[config.mk]
export PLATFORM = sky130hd
export DESIGN_NAME = mux_arb
export DESIGN_NICKNAME = d
export VERILOG_FILES = /design/src/rtl/mux_pkg.sv /design/src/rtl/rr_arbiter.sv /design/src/rtl/mux_arb.sv
export SDC_FILE = /design/constraint.sdc
export NUM_CORES = 1
export LEC_CHECK = 0
export ABC_CLOCK_PERIOD_IN_PS = 1600
export CELL_PAD_IN_SITES_DETAIL_PLACEMENT = 1
export CELL_PAD_IN_SITES_GLOBAL_PLACEMENT = 1
export CORE_MARGIN = 5
export CORE_UTILIZATION = 25
export CTS_BUF_LIST = sky130_fd_sc_hd__clkbuf_8
export DETAILED_ROUTE_END_ITERATION = 12
export PLACE_DENSITY = 0.87
export SYNTH_ARGS = -nofsm -noshare
export SYNTH_HDL_FRONTEND = slang
export SYNTH_SLANG_ARGS = --single-unit
export TNS_END_PERCENT = 1
[constraint.sdc]
create_clock -name clk -period 1.6 [get_ports clk]
set_input_delay 0.32 -clock clk [delete_from_list [all_inputs] [get_ports clk]]
set_output_delay 0.32 -clock clk [all_outputs]
set_load 0.005 [all_outputs]
[src/rtl/mux_pkg.sv]
// Shared definitions for the channel multiplexer / arbiter slice.
package mux_pkg;

  // Channel selection modes
  localparam int MUX_MODE_SEL = 0;  // channel chosen by the external selector
  localparam int MUX_MODE_RR  = 1;  // channel chosen by round-robin arbitration

  // Ceiling log2, used for channel index widths
  function automatic int clog2(input int value);
    int result;
    result = 0;
    for (int i = 0; i < 31; i++) begin
      if ((1 << i) < value) result = i + 1;
    end
    return result;
  endfunction

endpackage

[src/rtl/rr_arbiter.sv]
// Round-robin arbiter: grants the first requester at or above ptr, wrapping
// around to channel 0. Purely combinational; the pointer lives in the parent.
module rr_arbiter
  import mux_pkg::*;
#(
  parameter int N     = 4,
  parameter int SEL_W = clog2(N)
) (
  input  logic [N-1:0]     req,
  input  logic [SEL_W-1:0] ptr,
  output logic [N-1:0]     grant,
  output logic [SEL_W-1:0] idx
);

  logic w_found;

  // Two-pass priority search: channels ptr..N-1 first, then 0..ptr-1
  always_comb begin
    grant   = '0;
    idx     = '0;
    w_found = 1'b0;
    for (int k = 0; k < N; k++) begin
      if (!w_found && (k >= int'(ptr)) && req[k]) begin
        w_found  = 1'b1;
        grant[k] = 1'b1;
        idx      = SEL_W'(k);
      end
    end
    for (int k = 0; k < N; k++) begin
      if (!w_found && (k < int'(ptr)) && req[k]) begin
        w_found  = 1'b1;
        grant[k] = 1'b1;
        idx      = SEL_W'(k);
      end
    end
  end

endmodule

[src/rtl/mux_arb.sv]
// N:1 channel multiplexer with a single registered output stage.
// The channel is picked either by an external selector or by a round-robin
// arbiter; the output register accepts a new word whenever it is empty or
// being drained, so back-to-back words flow at one per cycle.
module mux_arb
  import mux_pkg::*;
#(
  parameter int  WIDTH = 32,
  parameter int  N     = 4,
  parameter int  MODE  = MUX_MODE_SEL,
  localparam int SEL_W = clog2(N)
) (
  input  logic               clk,
  input  logic               reset_n,
  input  logic [N-1:0]       in_valid,
  output logic [N-1:0]       in_ready,
  input  logic [N*WIDTH-1:0] in_data,
  input  logic [SEL_W-1:0]   selector,
  output logic               out_valid,
  input  logic               out_ready,
  output logic [WIDTH-1:0]   out_data,
  output logic [SEL_W-1:0]   out_chan
);

  logic             w_load_en;
  logic             w_xfer;
  logic [N-1:0]     w_grant;
  logic [SEL_W-1:0] w_idx;
  logic [WIDTH-1:0] w_mux_data;

  logic             r_out_valid;
  logic [WIDTH-1:0] r_out_data;
  logic [SEL_W-1:0] r_out_chan;

  // Output register can take a word when empty or when its word leaves now
  assign w_load_en = !r_out_valid || out_ready;

  generate
    if (MODE == MUX_MODE_RR) begin : g_rr
      logic [SEL_W-1:0] r_rr_ptr;
      logic             w_unused_sel;

      assign w_unused_sel = ^selector;

      rr_arbiter #(
        .N    (N),
        .SEL_W(SEL_W)
      ) u_arb (
        .req  (in_valid),
        .ptr  (r_rr_ptr),
        .grant(w_grant),
        .idx  (w_idx)
      );

      // Move the pointer just past the channel that was served
      always_ff @(posedge clk or negedge reset_n) begin
        if (!reset_n) begin
          r_rr_ptr <= '0;
        end else if (w_xfer) begin
          r_rr_ptr <= (int'(w_idx) == N - 1) ? '0 : w_idx + 1'b1;
        end
      end
    end else begin : g_sel
      // Decode the selector; an out-of-range index grants nothing
      always_comb begin
        w_grant = '0;
        for (int k = 0; k < N; k++) begin
          if (int'(selector) == k) w_grant[k] = 1'b1;
        end
      end

      assign w_idx = selector;
    end
  endgenerate

  // Ready follows the grant only while the output stage can load
  assign in_ready = (reset_n && w_load_en) ? w_grant : '0;
  assign w_xfer   = |(in_ready & in_valid);

  // N:1 data mux steered by the grant index
  always_comb begin
    w_mux_data = '0;
    for (int k = 0; k < N; k++) begin
      if (w_idx == SEL_W'(k)) w_mux_data = in_data[k*WIDTH +: WIDTH];
    end
  end

  // Output register; data and channel hold their value when nothing loads
  always_ff @(posedge clk or negedge reset_n) begin
    if (!reset_n) begin
      r_out_valid <= 1'b0;
      r_out_data  <= '0;
      r_out_chan  <= '0;
    end else if (w_load_en) begin
      r_out_valid <= w_xfer;
      if (w_xfer) begin
        r_out_data <= w_mux_data;
        r_out_chan <= w_idx;
      end
    end
  end

  assign out_valid = r_out_valid;
  assign out_data  = r_out_data;
  assign out_chan  = r_out_chan;

endmodule

Word level (Yosys, flattened, before mapping)
Index checks and enable logic that the tools add are counted.

operators by class
  bitwise operators = 1
  reduce and logical (&&, ||, !) cells = 7
  muxes and demuxes = 9
  equal/unequal tests = 6

operators by type and width
  operator            number
  $mux 32             4
  $eq 2x2->1 const B  4
  $and 4x4->4         1
  $eq 2x1->1 const B  2
  $logic_not 2->1     2
  $mux 1              4
  $mux 4              1
  $reduce_or 4->1     1
  $reduce_and 2->1    1
  $logic_and 1x1->1   1
  $logic_not 1->1     1
  $logic_or 1x1->1    1

storage, ports and cells
  register bits = 35
  word-level logic and storage cells = 26
  output and inout bits = 39

Longest topological paths before layout
  depth after elaboration = 7
  gate-level depth with buffers = 5

Worst setup path before layout
Ideal clock, no wire load.

  path type = input-to-reg
  from = input selector[1]
  to = register r_out_chan[0], in the netlist out_chan[0]
  path buffers = 2
  library setup time = 0.125 ns
  required time = 1.475 ns
  setup slack = 0.029 ns
  arrival time = 1.447 ns
  stages on the path = 5
  cell sequence = buf_2 mux4_2 nand3_4 buf_6 mux2_2

on the way
  word-level cells in the longest chain between the ends = 6
  elaborated cells on any way between the ends = 12

RTL lines
  element                                   line           text
  start, declared                           mux_arb.sv:18  input logic [SEL_W-1:0] selector,
  $eq 2x2->1, or another cell as far along  mux_arb.sv:68  if (int'(selector) == k) w_grant[k] = 1'b1;
  $mux 1                                    mux_arb.sv:68
  $mux 4 *                                  mux_arb.sv:77  assign in_ready = (reset_n && w_load_en) ? w_grant : '0;
  $and 4x4->4 *                             mux_arb.sv:78  assign w_xfer = |(in_ready & in_valid);
  $reduce_or 4->1 *                         mux_arb.sv:78
  $reduce_and 2->1 (no line) *              --
  end signal, assigned                      mux_arb.sv:98  r_out_chan <= w_idx;
  end, declared                             mux_arb.sv:33  logic [SEL_W-1:0] r_out_chan;

Every way passes the cells marked *; elsewhere a longest branch is shown, timed or not.
A chain may end at the register's enable or synchronous reset.

Final worst setup path
  from = register r_out_valid, in the netlist out_valid
  to = output in_ready[1]

on the way
  word-level cells in the longest chain between the ends = 4

RTL lines
  element                 line           text
  start, declared         mux_arb.sv:31  logic r_out_valid;
  start signal, assigned  mux_arb.sv:95  r_out_valid <= w_xfer;
  $logic_not 1->1         mux_arb.sv:36  assign w_load_en = !r_out_valid || out_ready;
  $logic_or 1x1->1        mux_arb.sv:36
  $logic_and 1x1->1       mux_arb.sv:77
  $mux 4                  mux_arb.sv:77
  end, declared           mux_arb.sv:16  output logic [N-1:0] in_ready,

Every way passes these cells.

==> impl_metrics.tcl <==
set metrics [dict create \
    outcome "completed" \
    synth.top_cell.area_share_pct 39.66 \
    cp_max_fo 3 \
    clock_sinks 35 \
    dp_hpwl_mm 6.936 \
    slowest_stage "dfrtp_1" \
    path_clk_slew_ns 0.07 \
    worstSetupStartpointType "flip-flop" \
    grt_max_degree 22 \
    hold_viol 0 \
    r2r-start "out_valid" \
    pre_cts_ws_ns -0.4777 \
    grt_first_pass_wirelength_mm 13.50 \
    synth_cell_types 17 \
    drv_cap 0 \
    synth_area_mm2 0.002208 \
    vias 2037 \
    drive_gt1_share_pct 32.40 \
    drt_iter0_drc 37 \
    tritoncts "done" \
    post-place-cells 412 \
    min_path_type "input port to async pin" \
    final.min_clock_period_ns 1.585 \
    finalPower_uw 3560 \
    ys_ff_latch 35 \
    vdd_drop_max_uv 275.6 \
    area_growth_pct 100.2 \
    yosysWarnings 0 \
    p_leak_uw 0.001785 \
    syn_area_per_cell_um2 17.39 \
    drc 0 \
    io_pins 176 \
    path_buf_inv 1 \
    yosys-top-cells-area "dfrtp_1, mux4_2, mux2_2" \
    worstReg2RegEnd "out_data[4]" \
    vias_per_cell 4.748 \
    cp.required_ns 1.28 \
    first_global_vias 2520 \
    final_cell_mix "clkdlybuf4s50_1, dfrtp_1, mux2_2" \
    h-tree-depth 2 \
    die_w_um 104.0 \
    cpPeakStageDelay_ns 0.42 \
    initial_utilization_pct 25.45 \
    crit_chain "nand2b_4 > nand2_1 > nor3_2 > clkdlybuf4s15_2" \
    die_y_um 104.0 \
    core_area_mm2 0.008678 \
    final.fill_count 894 \
    ff2ff_path_depth 7 \
    dieArea_mm2 0.01081 \
    crit_family "flip-flops" \
    rsz0062_at_grt "yes" \
    critPathArrivalTime_ns 1.27 \
    clock_skew_ns 0.007699 \
    criticalPathCategory "flip-flop to output pin" \
    overflow 0 \
    ant_nets 0 \
    clockBufferDepth 2 \
    setup_viol 0 \
    clk_latency_ns 0.28 \
    first_pass_iters 4 \
    drv_slew 0 \
    critical_path_depth 4 \
    wl_per_cell_um 19.93 \
    cts_made_buffers 5 \
    syn_nets 264 \
    p_per_area_mw_per_mm2 805.0 \
    synthCells 127 \
    fmax_mhz 630.9 \
    worst_setup_path_end_kind "output pin" \
    antenna_found_initial 0 \
    cts-root-buf "clkbuf_8" \
    reg2reg_slack_ns 0.06 \
    yosys.area.top_type "dfrtp_1" \
    whs_ns 0.04735 \
    fin_cells 429 \
    n_antenna_cell 0 \
    gp_congestion 0.7277 \
    final_util_pct 50.95 \
    rows 34 \
    fin_ws_ns 0.01491 \
    drt-total-wl_mm 8.551 \
    fin_crit_sh_pct 99.07 \
    worst_pin_slew_ns 0.2969 \
    yosysSeqAreaShare_pct 39.66 \
    grt_use_total_pct 15.86 \
    final_nets 457 \
    final_common_cell "clkdlybuf4s50_1" \
    numPortBuffers 175 \
    relSlewSlack_pct 80.21 \
]
==> power breakdown <==
part	leakage, µW	internal (µW)	switching [µW]
sequential	0.000410	1130	133
combinational	0.00132	1160	435
clock	0.0000557	387	311
==> layer usage <==
metal / part of all wire (%) / track usage [%]
met3: 9.2 / 6.145
met4: 1.5 / 4.348
met1: 35 / 15.85
met2: 54 / 30.19
met5: 0 / 0
==> worst reg2reg max path, delay by kind of cell (launching register included) <==
kind / cells / cell delay, ns
buf+inv: 4 / 0.52
mux: 1 / 0.31
flops: 1 / 0.42
simple gates: 2 / 0.17
==> logic make-up (layout without fill, tap and decap cells) <==
group | count (synthesis) | after routing | synth area share, %
and+or+nand+nor | 10 | 10 | 2.664
DFF | 35 | 35 | 39.66
buffers and inverters | 12 | 206 | 4.192
muxes | 68 | 68 | 52.69
AOI/OAI and AO/OA | 2 | 2 | 0.7933
==> worst max-delay path by stage <==
stage	startpoint	endpoint	slack (ns)
4_1_cts	out_valid	out_data[26]	-0.01
6_report	out_valid	in_ready[1]	0.01
3_5_place_dp	out_ready	in_ready[0]	-0.48
3_3_place_gp	in_valid[3]	out_data[20]	-0.39
2_1_floorplan	selector[1]	out_chan[0]	0.03
5_1_grt	out_valid	in_ready[3]	-0.06
==> Yosys cell counts <==
cell type  count
dfrtp_1       35
mux2_2        35
mux4_2        26
mux4_1         7
buf_6          6
buf_2          2
clkbuf_1       2
nand2_1        2
nand3_1        2
nor2_1         2
nor3_1         2
a22o_1         1
a31o_2         1
buf_1          1
inv_1          1
nand2b_1       1
nand3_4        1
==> per-stage QoR <==
stage | TNS [ns] | cell area [µm²]
2_1_floorplan | 0 | 2208
3_3_place_gp | -14.26 | 4139
3_5_place_dp | -15.78 | 4139
4_1_cts | -0.04552 | 4414
5_1_grt | -0.2246 | 4422
6_report | 0 | 4422
==> repair_timing <==
action | 4_1_cts | 5_1_grt
pin swaps | 1 | 0
setup buffers | 8 | 0
setup endpoints to repair | 37 | 32
gates resized for setup | 38 | 6
gates cloned | 2 | 0
hold buffers | 0 | 0
endpoints found under the hold margin | 0 | 0
==> registers in the layout, summed over array words and instances (netlist names) <==
name and count:
out_chan 2, out_data 32, out_valid 1
==> layout make-up <==
cell class / instances / area, µm² / area share [%]
clock buffer: 7 / 96.34 / 2.179
sequential: 35 / 875.8 / 19.81
clock inverter: 1 / 3.754 / 0.08489
timing repair buffer: 197 / 2019 / 45.67
inverter: 1 / 3.754 / 0.08489
multi-input combinational: 80 / 1287 / 29.12
tap: 108 / 135.1 / 3.056
No activity file was read; power rests on OpenSTA's default activity.
